==> src/rtl/adc_pkg.sv <==
// Shared types and constants for the ADS8528 frame scheduler.
package adc_pkg;

    localparam int unsigned ADC_W     = 16;
    localparam int unsigned ERR_W     = 3;
    localparam int unsigned OVR_CNT_W = 8;

    localparam int unsigned ERR_OVR   = 0;
    localparam int unsigned ERR_TMO   = 1;
    localparam int unsigned ERR_STRAY = 2;

    typedef enum logic [2:0] {
        IDLE      = 3'd0,
        WAIT_TICK = 3'd1,
        START     = 3'd2,
        COLLECT   = 3'd3,
        PRESENT   = 3'd4
    } sched_state_t;

endpackage

==> src/rtl/sample_tick_gen.sv <==
// Sample-rate tick: one registered pulse every CLK_DIV cycles while enabled.
module sample_tick_gen #(
    parameter int unsigned CLK_DIV = 500
) (
    input  logic clk,
    input  logic rst,
    input  logic enable,
    output logic tick
);

    localparam int unsigned     CNT_W = $clog2(CLK_DIV);
    localparam logic [CNT_W-1:0] LAST = CNT_W'(CLK_DIV - 1);

    logic [CNT_W-1:0] cnt_q;
    logic [CNT_W-1:0] cnt_d;

    // Count 0..CLK_DIV-1 while enabled, hold at zero otherwise.
    always_comb begin
        cnt_d = '0;
        if (enable && (cnt_q != LAST)) begin
            cnt_d = cnt_q + CNT_W'(1);
        end
    end

    // tick is registered so it is high exactly while the count sits at LAST.
    always_ff @(posedge clk or negedge rst) begin
        if (!rst) begin
            cnt_q <= '0;
            tick  <= 1'b0;
        end else begin
            cnt_q <= cnt_d;
            tick  <= (cnt_d == LAST);
        end
    end

endmodule

==> src/rtl/adc_frame_scheduler.sv <==
// Paces ADC conversions, assembles per-channel words into timestamped frames,
// and presents them downstream over valid/ready while tracking error events.
module adc_frame_scheduler
    import adc_pkg::*;
#(
    parameter int unsigned CLK_DIV = 500,
    parameter int unsigned NUM_CH  = 4,
    parameter int unsigned TIMEOUT = 1024,
    parameter int unsigned TS_W    = 32
) (
    input  logic                    clk,
    input  logic                    rst,
    input  logic                    enable,
    output logic                    conv_start,
    input  logic                    sample_valid,
    input  logic [ADC_W-1:0]        sample_data,
    output logic                    frame_valid,
    input  logic                    frame_ready,
    output logic [ADC_W*NUM_CH-1:0] frame_data,
    output logic [TS_W-1:0]         frame_ts,
    output logic [ERR_W-1:0]        err,
    input  logic                    err_clr,
    output logic [OVR_CNT_W-1:0]    overrun_cnt
);

    localparam int unsigned FRAME_W = ADC_W * NUM_CH;
    localparam int unsigned CH_W    = (NUM_CH > 1) ? $clog2(NUM_CH) : 1;
    localparam int unsigned TMO_W   = $clog2(TIMEOUT + 1);

    localparam logic [CH_W-1:0]      LAST_CH  = CH_W'(NUM_CH - 1);
    localparam logic [TMO_W-1:0]     TMO_LAST = TMO_W'(TIMEOUT - 1);
    localparam logic [OVR_CNT_W-1:0] OVR_MAX  = '1;

    sched_state_t         state_q;
    sched_state_t         state_d;
    logic                 tick;
    logic [TS_W-1:0]      ts_q;
    logic [CH_W-1:0]      ch_idx_q;
    logic [TMO_W-1:0]     tmo_cnt_q;
    logic [FRAME_W-1:0]   lane_q;
    logic [FRAME_W-1:0]   lane_d;
    logic                 accept_c;
    logic                 done_c;
    logic                 tmo_c;
    logic                 ovr_c;
    logic                 stray_c;

    sample_tick_gen #(
        .CLK_DIV (CLK_DIV)
    ) u_tick (
        .clk    (clk),
        .rst    (rst),
        .enable (enable),
        .tick   (tick)
    );

    // State register.
    always_ff @(posedge clk or negedge rst) begin
        if (!rst) begin
            state_q <= IDLE;
        end else begin
            state_q <= state_d;
        end
    end

    // Next-state decode plus per-cycle event strobes.
    always_comb begin
        state_d  = state_q;
        accept_c = 1'b0;
        done_c   = 1'b0;
        tmo_c    = 1'b0;
        ovr_c    = 1'b0;
        stray_c  = sample_valid && (state_q != COLLECT);
        case (state_q)
            IDLE: begin
                if (enable) begin
                    state_d = WAIT_TICK;
                end
            end
            WAIT_TICK: begin
                if (tick) begin
                    state_d = START;
                end else if (!enable) begin
                    state_d = IDLE;
                end
            end
            START: begin
                ovr_c   = tick;
                state_d = COLLECT;
            end
            COLLECT: begin
                ovr_c = tick;
                if (sample_valid) begin
                    accept_c = 1'b1;
                    if (ch_idx_q == LAST_CH) begin
                        done_c  = 1'b1;
                        state_d = PRESENT;
                    end
                end
                // A completing word in the last allowed cycle still wins.
                if (!done_c && (tmo_cnt_q == TMO_LAST)) begin
                    tmo_c   = 1'b1;
                    state_d = WAIT_TICK;
                end
            end
            PRESENT: begin
                if (frame_ready) begin
                    if (tick) begin
                        state_d = START;
                    end else if (enable) begin
                        state_d = WAIT_TICK;
                    end else begin
                        state_d = IDLE;
                    end
                end else begin
                    ovr_c = tick;
                end
            end
            default: begin
                state_d = IDLE;
            end
        endcase
    end

    // Assembly buffer with the incoming word merged into its lane.
    always_comb begin
        lane_d = lane_q;
        if (accept_c) begin
            lane_d[ch_idx_q*ADC_W +: ADC_W] = sample_data;
        end
    end

    // Free-running timestamp.
    always_ff @(posedge clk or negedge rst) begin
        if (!rst) begin
            ts_q <= '0;
        end else begin
            ts_q <= ts_q + TS_W'(1);
        end
    end

    // Channel index, COLLECT cycle counter and partial-frame buffer.
    always_ff @(posedge clk or negedge rst) begin
        if (!rst) begin
            ch_idx_q  <= '0;
            tmo_cnt_q <= '0;
            lane_q    <= '0;
        end else if (state_q == START) begin
            ch_idx_q  <= '0;
            tmo_cnt_q <= '0;
            lane_q    <= '0;
        end else if (state_q == COLLECT) begin
            tmo_cnt_q <= tmo_cnt_q + TMO_W'(1);
            lane_q    <= lane_d;
            if (accept_c) begin
                ch_idx_q <= ch_idx_q + CH_W'(1);
            end
        end
    end

    // Registered handshake outputs and frame payload.
    always_ff @(posedge clk or negedge rst) begin
        if (!rst) begin
            conv_start  <= 1'b0;
            frame_valid <= 1'b0;
            frame_data  <= '0;
            frame_ts    <= '0;
        end else begin
            conv_start  <= (state_d == START);
            frame_valid <= (state_d == PRESENT);
            if (done_c) begin
                frame_data <= lane_d;
            end
            if (state_q == START) begin
                frame_ts <= ts_q;
            end
        end
    end

    // Sticky error flags and saturating overrun count; clear beats set.
    always_ff @(posedge clk or negedge rst) begin
        if (!rst) begin
            err         <= '0;
            overrun_cnt <= '0;
        end else if (err_clr) begin
            err         <= '0;
            overrun_cnt <= '0;
        end else begin
            if (ovr_c) begin
                err[ERR_OVR] <= 1'b1;
                if (overrun_cnt != OVR_MAX) begin
                    overrun_cnt <= overrun_cnt + OVR_CNT_W'(1);
                end
            end
            if (tmo_c) begin
                err[ERR_TMO] <= 1'b1;
            end
            if (stray_c) begin
                err[ERR_STRAY] <= 1'b1;
            end
        end
    end

endmodule

==> config.mk <==
export PLATFORM = sky130hd
export DESIGN_NAME = adc_frame_scheduler
export DESIGN_NICKNAME = d
export VERILOG_FILES = /design/src/rtl/adc_pkg.sv /design/src/rtl/sample_tick_gen.sv /design/src/rtl/adc_frame_scheduler.sv
export SDC_FILE = /design/constraint.sdc
export NUM_CORES = 1
export LEC_CHECK = 0
export CAP_MARGIN = 15
export CORE_AREA = 5 5 157 159
export DETAILED_ROUTE_END_ITERATION = 7
export DIE_AREA = 0 0 162 164
export PLACE_DENSITY_LB_ADDON = 0.12
export RECOVER_POWER = 25
export REMOVE_ABC_BUFFERS = 1
export SLEW_MARGIN = 20
export SYNTH_ARGS = -nofsm -noshare
export SYNTH_HDL_FRONTEND = slang
export SYNTH_SLANG_ARGS = --single-unit
==> constraint.sdc <==
create_clock -name clk -period 2.17 [get_ports clk]
set_input_delay 0.434 -clock clk [delete_from_list [all_inputs] [get_ports clk]]
set_output_delay 0.434 -clock clk [all_outputs]
set_load 0.005 [all_outputs]
==> results.yml, run 1 <==
global_route:
  use_met3_pct: 3.74
  grt_max_degree: 74
  overflow: 0
  antenna_found_initial: 0
  grt-busiest-layer: "met2"
  track_usage_pct: 18.9
  use_met2_pct: 29.6
  grt_first_pass_wirelength_mm: 41.2
  grt_pass1_vias: 7544
  grt_use_met1_pct: 27.9
synth:
  synthAdderAreaFrac_pct: 1.23
  synth_compound_area_share_pct: 16.0
  synth_mux_area_share_pct: 5.98
  synth_xor_area_share_pct: 2.94
  synth_seq_area_share_pct: 57.0
  synthCells: 896
  yosysUniqueCellTypes: 65
  synth_edf_count: 0
  synth_seq_cells: 231
  avgSynthCellArea_um2: 11.3
  synth_top_family_by_area: "compound AO/OA/AOI/OAI gates"
  synth_flop_cell: "dfrtp_1"
  synthSimpleGateAreaFrac_pct: 13.2
  netlist_area_um2: 10100
  yosys_warnings: 0
  async_flop_share_pct: 100
sta:
  finalSetupTns_ns: 0
  max-slew-margin-rel_pct: 36.4
  min_period_ns: 1.96
  finalSetupViolCount: 0
  fin_skew_ns: 0.00621
  finalHoldViolCount: 0
  fmax_ghz: 0.511
  period_share_pct: 90.2
  tightest_slew_ns: 0.954
  drv_slew: 0
  layout_setup_ws_ns: 0.212
  rsz0062_at_grt: "false"
cells_and_area:
  final_area_um2: 12800
  num-fill-cells: 2047
  stdcell_count: 1357
  final_layout_size_suffix_gt1_share_pct: 15.4
  n_antenna_cell: 0
  syn2layout_area_growth_pct: 26.1
  layout_common_cells: "dfrtp_1, clkdlybuf4s50_1, nand2_1"
  final_common_cell: "dfrtp_1"
  finalNetCount: 1085
placed_design:
  gp_congestion: 0.790
  dpl.hpwl_mm: 16.9
  place_inst: 1315
  place_ws_ns: -0.161
  dpl_cell_area_um2: 12100
  port_buffers: 130
floorplanning:
  die_h_um: 164
  io_pins: 131
  die_x_um: 162
  core-area_um2: 23100
  dieArea_um2: 26600
  rows: 56
  start_util_pct: 43.9
run:
  cap_viol_max_count: 0
setup_path:
  start_kind: "flop"
  critPathCaptureType: "output port"
  critical_path.max_fanout: 7
  worstPathArrival_ns: 1.52
  crit_type: "reg -> out"
  critPathTopFamily: "buffers and inverters"
  crit_buf_inv: 1
  reg2regPathDepth: 7
  cp.depth: 1
  slowest_stage: "clkdlybuf4s50_1"
  crit_path_cell_trace: "clkdlybuf4s50_1"
  crit_path_max_incr_delay_ns: 0.55
  critPathRequiredTime_ns: 1.74
cts:
  htreeDepth: 1
  path_clk_slew_ns: 0.06
  root_buffer: "clkbuf_16"
  cts_tree: "yes"
  clk-insertion-delay-late_ns: 0.51
  cts_sinks: 231
  clockBufferDepth: 3
  cts_buffers: 25
detailed_routing:
  drt-initial-drc-count: 287
  final_antenna_net_count: 0
  viasPerCell: 5.53
  firstDrtPassIters: 7
  totalWireLength_mm: 24.8
  vias: 7510
  drcViolationCount: 0
  wl_per_cell_um: 18.3
worst_hold_path:
  hp-class: "reg -> reg"
  hold_depth: 2
power_and_ir_drop:
  comb_power_share_pct: 2.6
  seq_power_share_pct: 50.9
  netSwitchingFraction_pct: 21.5
  p_int_uw: 6660
  p_sw_uw: 1820
  finalPower_uw: 8490
  clkPwrFrac_pct: 46.4
  power_density_nw_per_um2: 664
  leakagePower_uw: 0.00578
  vdd_ir_drop_max_mv: 0.613
run_status:
  status: "completed"
routing by layer:
layer / vias to the layer above / part of all wire [%]
met5: - / 0
met4: 0 / 1.0
met3: 24 / 5.4
met2: 170 / 46
met1: 3752 / 48
li1: 3564 / -
worst reg2reg max path, cell delays in order (launching register included):
cell and delay, ns:
dfrtp_1 0.39, inv_1 0.14, ha_1 0.27, nor3b_1 0.21
buf_4 0.15, and3_2 0.39, a22oi_1 0.15, o21ai_0 0.18
cell usage after synthesis (17+ instances only):
cell type / instances / area [um^2]
a31oi_1: 25 / 156
clkbuf_1: 28 / 105
nand3_1: 29 / 145
xnor2_1: 29 / 254
a22oi_1: 17 / 128
nand2_1: 93 / 349
a21boi_0: 18 / 135
o21ai_0: 72 / 360
dfrtp_1: 231 / 5780
mux2_2: 41 / 462
a22o_1: 46 / 403
nor2_1: 54 / 203
through the flow:
stage	utilization, %	hold WS [ns]
global route	55.3	0.499
finish	55.3	0.473
CTS	55.5	0.391
detailed placement	52.2	0.335
floorplan	-	0.138
global placement	52.2	0.336
power by group through the flow:
stage	logic, uW	clock network [uW]	registers [uW]
3_3_place_gp	238	0	4400
4_1_cts	240	4060	4320
3_5_place_dp	237	0	4400
2_1_floorplan	26.4	0	4400
6_report	223	3940	4320
5_1_grt	253	4220	4320
sequential cells by signal, summed over array words and instances, names as in the netlist:
| register | flops |
|---|---|
| u_tick.cnt_q | 9 |
| tmo_cnt_q | 11 |
| conv_start | 1 |
| ts_q | 32 |
| frame_data | 64 |
| ch_idx_q | 2 |
| u_tick.tick | 1 |
| frame_valid | 1 |
| lane_q | 64 |
| state_q | 3 |
| err | 3 |
| overrun_cnt | 8 |
| frame_ts | 32 |
final cells by class:
class                           instances  area [um^2]  area share (%)
Timing Repair Buffer                  189         1850            14.5
Clock inverter                          7         60.1           0.469
Tap cell                              290          363            2.84
Clock buffer                           34          679            5.31
Multi-Input combinational cell        596         4020            31.4
Sequential cell                       231         5780            45.2
Inverter                               10         37.5           0.293
worst paths after layout:
check                               start              to  slack, ns
max                        overrun_cnt[0]  overrun_cnt[0]       0.21
min                            lane_q[54]      lane_q[54]       0.47
max reg2reg                   ch_idx_q[1]   frame_data[1]       0.22
min reg2reg                    lane_q[54]      lane_q[54]       0.47
max in group asynchronous             rst        ts_q[14]       0.37
min in group asynchronous             rst  frame_data[24]       0.60
cells by family after synthesis:
| group | after synthesis |
|---|---|
| compound gates | 234 |
| xor+xnor | 34 |
| fa+ha+maj | 10 |
| buf+inv | 69 |
| flops | 231 |
| mux | 53 |
| simple gates | 265 |
repair_timing:
item / in CTS / in global routing
buffers inserted: 0 / 0
endpoints found under the setup margin: 1 / 14
hold endpoints to repair: 33 / 0
hold buffers: 1 / 0
resized for setup: 1 / 1
Power figures use the tool's default switching activity.
==> inputs of run 2 (changes only) <==
--- a/config.mk
+++ b/config.mk
@@ -10,5 +10,5 @@
 export DETAILED_ROUTE_END_ITERATION = 7
 export DIE_AREA = 0 0 162 164
-export PLACE_DENSITY_LB_ADDON = 0.12
+export PLACE_DENSITY = 0.69
 export RECOVER_POWER = 25
 export REMOVE_ABC_BUFFERS = 1
==> constraint.sdc (replaced) <==
create_clock -name clk -period 2.17 [get_ports clk]
set_input_delay 0.3255 -clock clk [delete_from_list [all_inputs] [get_ports clk]]
set_output_delay 0.3255 -clock clk [all_outputs]
set_load 0.005 [all_outputs]
==> run 2 against run 1 <==
Compared with the run above:
- first-iteration DRC count increased by 40%
- sequential cell count is the same
- global-route usage fell by 0.67 points
- setup slack lost 0.044 ns
- die area did not move
- the flow now finishes with violations (capacitance limit, slew limit)
- total power grew 2.2%
==> results.yml, run 2 (same netlist as run 1, synthesis figures left out) <==
setup_path:
  crit_type: "reg -> reg"
  start_kind: "flop"
  critPathRequiredTime_ns: 2.61
  worstPathArrival_ns: 2.44
  critical_path.max_fanout: 22
  critPathCaptureType: "flop"
cts:
  htreeDepth: 1
  clk-insertion-delay-late_ns: 0.52
  cts_setup_buffers: 0
  cts_buffers: 24
  path_clk_slew_ns: 0.06
  root_buffer: "clkbuf_16"
  cts_tree: "yes"
  cts_sinks: 231
  clockBufferDepth: 3
placed_design:
  place_ws_ns: -0.101
  port_buffers: 130
  dpl.hpwl_mm: 16.5
  gp_congestion: 0.814
  place_inst: 1305
  dpl_cell_area_um2: 12000
cells_and_area:
  final_layout_size_suffix_gt1_share_pct: 15.3
  num-fill-cells: 1986
  syn2layout_area_growth_pct: 25.9
  reg_top3: "frame_data: 64 flops, lane_q: 64 flops"
  n_antenna_cell: 0
  final_area_um2: 12800
  layout_common_cells: "dfrtp_1, clkdlybuf4s50_1, nand2_1"
  finalNetCount: 1074
  final_common_cell: "dfrtp_1"
  stdcell_count: 1350
detailed_routing:
  drt-initial-drc-count: 401
  firstDrtPassIters: 5
  viasPerCell: 5.57
  wl_per_cell_um: 18.0
  vias: 7522
  final_antenna_net_count: 0
  drcViolationCount: 0
  totalWireLength_mm: 24.3
sta:
  fmax_ghz: 0.499
  finalSetupViolCount: 0
  max-slew-margin-rel_pct: -7.02
  min_period_ns: 2.00
  layout_setup_ws_ns: 0.168
  rsz0062_at_grt: "false"
  period_share_pct: 92.3
  tightest_slew_ns: 1.61
  drv_slew: 61
  finalSetupTns_ns: 0
  fin_skew_ns: 0.0197
  finalHoldViolCount: 0
  whs_ns: 0.477
global_route:
  grt_pass1_vias: 7557
  grt_first_pass_wirelength_mm: 40.3
  track_usage_pct: 18.3
  grt_max_degree: 63
  overflow: 0
  antenna_found_initial: 0
run:
  cap_viol_max_count: 1
floorplanning:
  die_x_um: 162
  dieArea_um2: 26600
  start_util_pct: 43.9
  die_h_um: 164
  core-area_um2: 23100
  io_pins: 131
  rows: 56
run_status:
  status: "finished with violations"
  violations: "capacitance limit, slew limit"
power_and_ir_drop:
  power_density_nw_per_um2: 679
  vdd_ir_drop_max_mv: 0.496
  leakagePower_uw: 0.00577
worst_hold_path:
  hp-class: "reg -> reg"
## run 2: changes by cell type in the layout (fill, tap and decap cells not counted), sizes merged
cell,change
clkinvlp,+1
buf,-10
clkinv,+4
clkbuf,-2
## run 2: worst max-delay path, cell delays in order, from the launching register on
cell	delay, ns
dfrtp_1	0.40
inv_1	0.12
ha_1	0.35
nor3b_1	0.27
and3_1	0.38
buf_12	0.21
a221oi_1	0.10
nor2_1	0.09
## run 2: final timing paths
kind,startpoint,endpoint,slack (ns),cells past startpoint
setup / recovery,ch_idx_q[1],frame_data[40],0.17,7
hold / removal,lane_q[49],lane_q[49],0.48,2
setup reg to reg,ch_idx_q[1],frame_data[40],0.17,7
hold reg to reg,lane_q[49],lane_q[49],0.48,2
max in group asynchronous,rst,lane_q[58],0.37,3
min in group asynchronous,rst,frame_data[28],0.74,2
## run 2: final cells by class
| class | instances | area (um^2) | share of cell area, % |
|---|---|---|---|
| clock buffer | 32 | 712 | 5.57 |
| clock inverter | 12 | 87.6 | 0.686 |
| inverter | 10 | 37.5 | 0.294 |
| multi-input combinational | 596 | 4010 | 31.4 |
| sequential | 231 | 5780 | 45.2 |
| tap | 290 | 363 | 2.84 |
| timing repair buffer | 179 | 1780 | 13.9 |
## run 2: per-stage QoR
stage	util [%]	total power (uW)
after floorplan	-	4430
after global placement	51.9	4640
after detailed placement	51.9	4650
after CTS	55.4	8770
after global routing	55.2	8970
final	55.2	8670
## run 2: report_power, final
part | switching, uW | internal (uW) | total (uW)
sequential | 8.76 | 4310 | 4320
clock | 1700 | 2420 | 4120
combinational | 163 | 69.7 | 232
total | 1870 | 6800 | 8670
## run 2: repair_timing
| action | 4_1_cts | 5_1_grt |
|---|---|---|
| setup endpoints to repair | 0 | 6 |
| hold endpoints to repair | 57 | 0 |
| hold buffers | 1 | 0 |
| resized for setup | 0 | 1 |
## run 2: metal layers
metal  part of all wire [%]  track usage, %
met4                    1.8            4.46
met2                     46            29.1
met3                    5.4            3.14
met1                     47            26.3
met5                      0               0
